===== config.mk =====
export PLATFORM = sky130hd
export DESIGN_NAME = segment_capture
export DESIGN_NICKNAME = d
export VERILOG_FILES = /design/src/rtl/segment_capture.sv
export SDC_FILE = /design/constraint.sdc
export NUM_CORES = 1
export LEC_CHECK = 0
export BUFFER_PORTS_ARGS = -buffer_cell sky130_fd_sc_hd__buf_2
export CORE_UTILIZATION = 60
export CTS_CLUSTER_DIAMETER = 150
export CTS_CLUSTER_SIZE = 25
export DETAILED_ROUTE_END_ITERATION = 7
export PLACE_DENSITY = 0.9
export RECOVER_POWER = 50
export SLEW_MARGIN = 20
export SYNTH_ARGS = -nofsm -noshare
export SYNTH_HDL_FRONTEND = slang
export SYNTH_SLANG_ARGS = --single-unit
export TNS_END_PERCENT = 100

===== constraint.sdc =====
create_clock -name CLK -period 4.8 [get_ports CLK]
set_clock_uncertainty 0.1 [all_clocks]
set_input_delay 0.24 -clock CLK [delete_from_list [all_inputs] [get_ports CLK]]
set_output_delay 0.24 -clock CLK [all_outputs]
set_load 0.01 [all_outputs]

===== src/rtl/segment_capture.sv =====
// segment_capture
//   Receive-side checker for the two-module multiplexed 7-segment display. Samples both
//   segment buses, waits for each CAT phase to settle, decodes the patterns back to BCD
//   and reassembles the 4-digit value shown on the display.
// Ports
//   CLK         in   1   system clock (faster than the display mux rate)
//   RST         in   1   asynchronous active-high reset
//   Segment7_0  in   8   right module: [7:1]=a..g, [0]=CAT (1 tens, 0 ones)
//   Segment7_1  in   8   left module:  [7:1]=a..g, [0]=CAT (1 thousands, 0 hundreds)
//   Result      out  16  {thousands,hundreds,tens,ones} of the last complete frame
//   Valid       out  1   one-cycle pulse when Result/Error update
//   Error       out  1   last frame held at least one undecodable pattern
//   Stalled     out  1   CAT has not toggled for TIMEOUT_CYCLES
module segment_capture #(
    parameter int unsigned STABLE_CYCLES  = 4,
    parameter int unsigned TIMEOUT_CYCLES = 100000,
    parameter int unsigned CNT_W          = 17
) (
    input  logic        CLK,
    input  logic        RST,
    input  logic [7:0]  Segment7_0,
    input  logic [7:0]  Segment7_1,
    output logic [15:0] Result,
    output logic        Valid,
    output logic        Error,
    output logic        Stalled
);
    localparam int unsigned BUS_W  = 16;
    localparam int unsigned SLOT_W = 10;

    localparam logic [CNT_W-1:0] SETTLE_LAST = CNT_W'(STABLE_CYCLES - 1);
    localparam logic [CNT_W-1:0] TMO_LAST    = CNT_W'(TIMEOUT_CYCLES - 1);
    localparam logic [CNT_W-1:0] TMO_LIMIT   = CNT_W'(TIMEOUT_CYCLES);

    typedef enum logic [1:0] {
        S_SYNC   = 2'd0,
        S_SETTLE = 2'd1,
        S_HOLD   = 2'd2
    } state_t;

    // Pattern {a..g} -> {invalid, digit}; anything unrecognised reads as 4'hF.
    function automatic logic [4:0] decode_seg(input logic [6:0] pat);
        logic [4:0] r;
        case (pat)
            7'h7E:   r = {1'b0, 4'd0};
            7'h30:   r = {1'b0, 4'd1};
            7'h6D:   r = {1'b0, 4'd2};
            7'h79:   r = {1'b0, 4'd3};
            7'h33:   r = {1'b0, 4'd4};
            7'h5B:   r = {1'b0, 4'd5};
            7'h5F:   r = {1'b0, 4'd6};
            7'h70:   r = {1'b0, 4'd7};
            7'h7F:   r = {1'b0, 4'd8};
            7'h7B:   r = {1'b0, 4'd9};
            default: r = {1'b1, 4'hF};
        endcase
        return r;
    endfunction

    logic [BUS_W-1:0]  sync1_q, sync1_d;
    logic [BUS_W-1:0]  sync2_q, sync2_d;
    logic [1:0]        fill_q, fill_d;
    logic [BUS_W-1:0]  prev_q, prev_d;
    logic              ref_cat_q, ref_cat_d;
    logic              ref_vld_q, ref_vld_d;
    state_t            state_q, state_d;
    logic [CNT_W-1:0]  settle_q, settle_d;
    logic [CNT_W-1:0]  tmo_q, tmo_d;
    logic              have_hi_q, have_hi_d;
    logic [SLOT_W-1:0] hi_q, hi_d;
    logic [SLOT_W-1:0] lo_q, lo_d;
    logic              pend_q, pend_d;
    logic [15:0]       result_q, result_d;
    logic              valid_q, valid_d;
    logic              error_q, error_d;
    logic              stalled_q, stalled_d;

    logic              cat_ok;
    logic              cat;
    logic              cat_edge;
    logic              same;
    logic              tmo_hit;
    logic [SLOT_W-1:0] slot;

    // fill_q keeps the cleared sync flops from being mistaken for a real CAT level.
    assign cat_ok   = fill_q[1] && (sync2_q[0] == sync2_q[8]);
    assign cat      = sync2_q[0];
    assign cat_edge = cat_ok && ref_vld_q && (cat != ref_cat_q);
    assign same     = cat_ok && (sync2_q == prev_q);
    // slot = {inv_l, digit_l, inv_r, digit_r}
    assign slot     = {decode_seg(sync2_q[15:9]), decode_seg(sync2_q[7:1])};

    // Next-state, counters and output staging.
    always_comb begin
        sync1_d   = {Segment7_1, Segment7_0};
        sync2_d   = sync1_q;
        fill_d    = {fill_q[0], 1'b1};
        prev_d    = sync2_q;
        ref_cat_d = ref_cat_q;
        ref_vld_d = ref_vld_q;
        state_d   = state_q;
        settle_d  = settle_q;
        tmo_d     = tmo_q;
        have_hi_d = have_hi_q;
        hi_d      = hi_q;
        lo_d      = lo_q;
        pend_d    = 1'b0;
        result_d  = result_q;
        valid_d   = 1'b0;
        error_d   = error_q;
        stalled_d = stalled_q;
        tmo_hit   = 1'b0;

        if (cat_ok) begin
            ref_cat_d = cat;
            ref_vld_d = 1'b1;
        end

        // Publish the frame the cycle after the lo phase latched.
        if (pend_q) begin
            result_d = {hi_q[8:5], lo_q[8:5], hi_q[3:0], lo_q[3:0]};
            error_d  = hi_q[9] | hi_q[4] | lo_q[9] | lo_q[4];
            valid_d  = 1'b1;
        end

        // Edge watchdog; an edge always beats the timeout.
        if (cat_edge) begin
            tmo_d     = '0;
            stalled_d = 1'b0;
        end else if (tmo_q != TMO_LIMIT) begin
            tmo_d = tmo_q + CNT_W'(1);
            if (tmo_q == TMO_LAST) begin
                tmo_hit = 1'b1;
            end
        end

        case (state_q)
            S_SYNC: begin
                settle_d = '0;
                if (cat_edge) begin
                    state_d = S_SETTLE;
                end
            end
            S_SETTLE: begin
                if (cat_edge) begin
                    // Phase ended before it settled: a lost hi phase breaks the frame.
                    settle_d = '0;
                    if (ref_cat_q) begin
                        have_hi_d = 1'b0;
                    end
                end else if (same) begin
                    if (settle_q == SETTLE_LAST) begin
                        settle_d = '0;
                        state_d  = S_HOLD;
                        if (cat) begin
                            hi_d      = slot;
                            have_hi_d = 1'b1;
                        end else begin
                            lo_d      = slot;
                            have_hi_d = 1'b0;
                            pend_d    = have_hi_q;
                        end
                    end else begin
                        settle_d = settle_q + CNT_W'(1);
                    end
                end else begin
                    settle_d = '0;
                end
            end
            S_HOLD: begin
                settle_d = '0;
                if (cat_edge) begin
                    state_d = S_SETTLE;
                end
            end
            default: begin
                state_d  = S_SYNC;
                settle_d = '0;
            end
        endcase

        if (tmo_hit) begin
            stalled_d = 1'b1;
            have_hi_d = 1'b0;
            pend_d    = 1'b0;
            settle_d  = '0;
            state_d   = S_SYNC;
        end
    end

    // State register.
    always_ff @(posedge CLK or posedge RST) begin
        if (RST) begin
            sync1_q   <= '0;
            sync2_q   <= '0;
            fill_q    <= '0;
            prev_q    <= '0;
            ref_cat_q <= 1'b0;
            ref_vld_q <= 1'b0;
            state_q   <= S_SYNC;
            settle_q  <= '0;
            tmo_q     <= '0;
            have_hi_q <= 1'b0;
            hi_q      <= '0;
            lo_q      <= '0;
            pend_q    <= 1'b0;
            result_q  <= '0;
            valid_q   <= 1'b0;
            error_q   <= 1'b0;
            stalled_q <= 1'b0;
        end else begin
            sync1_q   <= sync1_d;
            sync2_q   <= sync2_d;
            fill_q    <= fill_d;
            prev_q    <= prev_d;
            ref_cat_q <= ref_cat_d;
            ref_vld_q <= ref_vld_d;
            state_q   <= state_d;
            settle_q  <= settle_d;
            tmo_q     <= tmo_d;
            have_hi_q <= have_hi_d;
            hi_q      <= hi_d;
            lo_q      <= lo_d;
            pend_q    <= pend_d;
            result_q  <= result_d;
            valid_q   <= valid_d;
            error_q   <= error_d;
            stalled_q <= stalled_d;
        end
    end

    assign Result  = result_q;
    assign Valid   = valid_q;
    assign Error   = error_q;
    assign Stalled = stalled_q;

endmodule


==> results.sh <==
export IMPL_timing_slew_headroom=0.440
export IMPL_finalInstanceArea_mm2=0.00644
export IMPL_static_leakage_power_uw=0.00290
export IMPL_mappedNetlistArea_mm2=0.00546
export IMPL_number_of_clock_sinks=129
export IMPL_grt_first_pass_wirelength_um=18100
export IMPL_area_growth_syn_to_layout_pct=17.9
export IMPL_power_sequential_fraction=0.464
export IMPL_ctsHtreeMaxLevel=4
export IMPL_via_count=3750
export IMPL_multiInputGateArea_mm2=0.00210
export IMPL_p_int_uw=1950
export IMPL_fmaxAchievable_mhz=369
export IMPL_clk_insertion_delay_late_ns=0.52
export IMPL_hold_viol=0
export IMPL_critical_path_startpoint="prev_d[15]$_DFF_PP0_"
export IMPL_synth_top_flop_cell="sky130_fd_sc_hd__dfrtp_1"
export IMPL_cts_inserted_buffers=17
export IMPL_critical_path_cell_count=5
export IMPL_post_dp_hpwl_um=6440
export IMPL_design_portCount=37
export IMPL_netlist_cell_type_count=55
export IMPL_wp_buf_inv=0
export IMPL_average_wire_per_cell_in_the_routed_design_um=16.6
export IMPL_synth_area_per_cell_um2=11.8
export IMPL_die_width_um=97.4
export IMPL_cp_start_kind="register"
export IMPL_critPathCapture="hi_q[4]$_DFFE_PP0P_"
export IMPL_tritoncts_clock_tree="yes"
export IMPL_p_clk_frac=0.478
export IMPL_grt_antenna_before_repair=0
export IMPL_timing_worst_slew_pin_value_ns=0.833
export IMPL_worst_setup_path_end_kind="register"
export IMPL_timing_critical_path_slowest_cell_delay_ns=0.69
export IMPL_postSynthCellCount=464
export IMPL_place_congestion=0.926
export IMPL_grt_total_usage=0.244
export IMPL_layout_min_cycle_time_ns=2.71
export IMPL_worstRegToRegCells=5
export IMPL_origin_of_the_critical_flop_to_flop_path="prev_d[15]$_DFF_PP0_"
export IMPL_viasPerCell=5.87
export IMPL_regToRegEndpoint="hi_q[4]$_DFFE_PP0P_"
export IMPL_maxCapViolCount=0
export IMPL_initial_core_util=0.623
export IMPL_port_buffers=36
export IMPL_register_area_mm2=0.00323
export IMPL_floorplan_die_height_um=97.4
export IMPL_timing_hold_worst_class="register to register"
export IMPL_first_iter_violations=254
export IMPL_dp_area_mm2=0.00570
export IMPL_design_core_area_mm2=0.00876
export IMPL_power_density_mw_per_mm2=397
export IMPL_path_cells="xnor2_1, nand4_1, or4_1, nor3b_4, mux2_2"
export IMPL_power_switching_share=0.237
export IMPL_clock_tree_root_cell="sky130_fd_sc_hd__clkbuf_8"
export IMPL_synth_edff_count=0
export IMPL_synth_async_sr_flop_share=1.00
export IMPL_net_switching_power_uw=606
export IMPL_setup_total_negative_slack_ns=0
export IMPL_first_global_vias=3769
export IMPL_run_status="finished clean"
export IMPL_peakVddDrop_v=0.000264
export IMPL_setup_repair_after_global_routing_missed_its_margin="no"
export IMPL_pin_count_of_the_biggest_net_entering_global_routing=88
export IMPL_worstSetupPathType="register to register"
export IMPL_crit_path_max_fanout=10
export IMPL_drcViolationCount=0
export IMPL_antenna_violating_nets_post_route=0
export IMPL_insertedDiodeCount=0
export IMPL_filler_cell_count=546
export IMPL_drive_above_1_share=0.211
export IMPL_cts_repair_timing_setup_buffer_count=0
export IMPL_setup_viol=0
export IMPL_post_cts_resized=0
export IMPL_reg2reg_slack_ns=2.09
export IMPL_firstDrtPassIters=5
export IMPL_flip_flop_and_latch_count_after_synthesis=129
export IMPL_combPwrFrac=0.058
export IMPL_seq_area_frac_synth=0.591
export IMPL_synth_fp_nets=485
export IMPL_cp_arrival_ns=3.00
export IMPL_grt_overflow_total=0
export IMPL_clock_pin_slew_on_the_worst_setup_and_hold_paths_ns=0.06
export IMPL_holdBufCountCts=17
export IMPL_synth_warning_count=0
export IMPL_critical_path_slowest_cell="sky130_fd_sc_hd__or4_1"
export IMPL_hold_slack_ns=0.247
export IMPL_worst_endpoint_required_ns=5.10
export IMPL_design_final_nets=540
export IMPL_final_period_util=0.564
export IMPL_die_area_mm2=0.00949
export IMPL_timing_max_transition_violations_final=0
export IMPL_num_rows=34
export IMPL_route_final_wire_length_um=10600
export IMPL_ctsLongestPathBuffers=2
export IMPL_cpLargestDelayFamily="simple AND/OR/NAND/NOR gates"
export IMPL_final_core_utilization=0.735
-- metrics by stage --
stage          total power, uW  setup slack (ns)  std cells
2_1_floorplan             1300              1.02        464
3_3_place_gp              1320              2.24        591
3_5_place_dp              1340              2.19        591
4_1_cts                   2560              2.12        639
5_1_grt                   2640              1.96        639
6_report                  2550              2.09        639
-- worst register-to-register path, cell delays in order, from the launching register on --
cell                      delay, ns
sky130_fd_sc_hd__dfrtp_1       0.50
sky130_fd_sc_hd__xnor2_1       0.30
sky130_fd_sc_hd__nand4_1       0.11
sky130_fd_sc_hd__or4_1         0.69
sky130_fd_sc_hd__nor3b_4       0.48
sky130_fd_sc_hd__mux2_2        0.40
-- metal layers --
metal	routed length (um)	GRT usage	vias up
met2	5300	0.395	134
met5	0	0	-
met4	227	0.0916	0
met1	4570	0.320	1859
met3	482	0.0626	26
li1	-	-	1731
-- cell usage after synthesis (all sizes together), types with 2 or more instances --
master / number / area, um^2
nor2b: 5 / 31.3
nor2: 50 / 188
nor4: 10 / 81.3
o21ai: 8 / 40.0
xor2: 20 / 175
and3: 8 / 50.1
or4b: 2 / 20.0
a311oi: 2 / 17.5
nor3: 12 / 71.3
and4: 4 / 35.0
nand3: 18 / 95.1
nand2b: 4 / 25.0
or3b: 5 / 43.8
or4: 2 / 15.0
nand4b: 2 / 17.5
clkbuf: 12 / 47.6
nor3b: 3 / 33.8
nand2: 22 / 82.6
dfrtp: 129 / 3230
o21a: 4 / 30.0
nand3b: 5 / 37.5
ha: 3 / 37.5
nand4: 13 / 81.3
xnor2: 27 / 236
o31ai: 2 / 15.0
inv: 12 / 45.0
a31oi: 5 / 31.3
or3: 2 / 12.5
a211oi: 2 / 15.0
buf: 7 / 43.8
mux2: 30 / 338
a21oi: 14 / 70.1
and2: 3 / 18.8
mux2i: 3 / 30.0
-- power groups by stage --
stage	clock network (uW)	registers [uW]	logic, uW
2_1_floorplan	0	1180	116
3_3_place_gp	0	1200	127
3_5_place_dp	0	1200	135
4_1_cts	1230	1180	150
5_1_grt	1280	1190	168
6_report	1220	1180	149
-- kinds of logic after synthesis --
family                   after synthesis  share of synthesized area
AND/OR/NAND/NOR                      175                      0.180
adder cells (fa/ha/maj)                3                    0.00688
buffers and inverters                 31                     0.0250
flip-flops                           129                      0.591
other                                  1                   0.000687
AO/OA/AOI/OAI                         45                     0.0532
XOR/XNOR                              47                     0.0754
multiplexers                          33                     0.0674
-- state kept, by name (all words and copies together), names as in the netlist, 2 cells and up --
name      flops
tmo_q        17
sync1_q      16
lo_q         10
prev_d       16
fill_q        2
hi_q         10
state_q       2
Result       16
settle_q     17
prev_q       16
-- layout by cell type (no fill, tap or decap), types with 3 or more instances in the layout --
master	netlist	routed
sky130_fd_sc_hd__nand2b_1	4	4
sky130_fd_sc_hd__nand4_1	13	13
sky130_fd_sc_hd__nor4_1	7	7
sky130_fd_sc_hd__a21oi_1	14	14
sky130_fd_sc_hd__nor2_1	50	50
sky130_fd_sc_hd__nand3_1	17	17
sky130_fd_sc_hd__ha_1	3	3
sky130_fd_sc_hd__inv_1	12	11
sky130_fd_sc_hd__and4_1	4	4
sky130_fd_sc_hd__nand3b_1	5	5
sky130_fd_sc_hd__buf_2	5	35
sky130_fd_sc_hd__nand2_1	22	22
sky130_fd_sc_hd__o21ai_0	8	8
sky130_fd_sc_hd__nor4_2	3	3
sky130_fd_sc_hd__mux2i_1	3	3
sky130_fd_sc_hd__dfrtp_1	129	129
sky130_fd_sc_hd__clkinvlp_4	0	5
sky130_fd_sc_hd__inv_6	0	4
sky130_fd_sc_hd__mux2_2	30	30
sky130_fd_sc_hd__nor3_1	11	11
sky130_fd_sc_hd__xnor2_1	27	27
sky130_fd_sc_hd__or3b_2	5	5
sky130_fd_sc_hd__dlygate4sd3_1	0	17
sky130_fd_sc_hd__nor2b_1	5	5
sky130_fd_sc_hd__and3_1	8	8
sky130_fd_sc_hd__xor2_1	20	20
sky130_fd_sc_hd__and2_1	3	3
sky130_fd_sc_hd__clkbuf_16	0	16
sky130_fd_sc_hd__o21a_1	4	4
sky130_fd_sc_hd__a31oi_1	5	5
-- final cells by class --
type / count / area share
flip-flops and latches: 129 / 0.501
multi-input cells: 304 / 0.325
inverters: 12 / 0.00777
well taps: 108 / 0.0210
clock inverters: 12 / 0.0208
repair buffers: 55 / 0.0565
clock buffers: 19 / 0.0670
-- worst min-delay path by stage --
| stage | startpoint | to | cells past startpoint |
|---|---|---|---|
| 2_1_floorplan | Segment7_0[0] | sync1_q[0]$_DFF_PP0_ | 0 |
| 3_3_place_gp | sync1_q[13]$_DFF_PP0_ | prev_d[13]$_DFF_PP0_ | 0 |
| 3_5_place_dp | sync1_q[12]$_DFF_PP0_ | prev_d[12]$_DFF_PP0_ | 0 |
| 4_1_cts | Segment7_0[3] | sync1_q[3]$_DFF_PP0_ | 2 |
| 5_1_grt | Segment7_1[0] | sync1_q[8]$_DFF_PP0_ | 2 |
| 6_report | sync1_q[8]$_DFF_PP0_ | prev_d[8]$_DFF_PP0_ | 0 |
(Power assumes the default switching activity.)
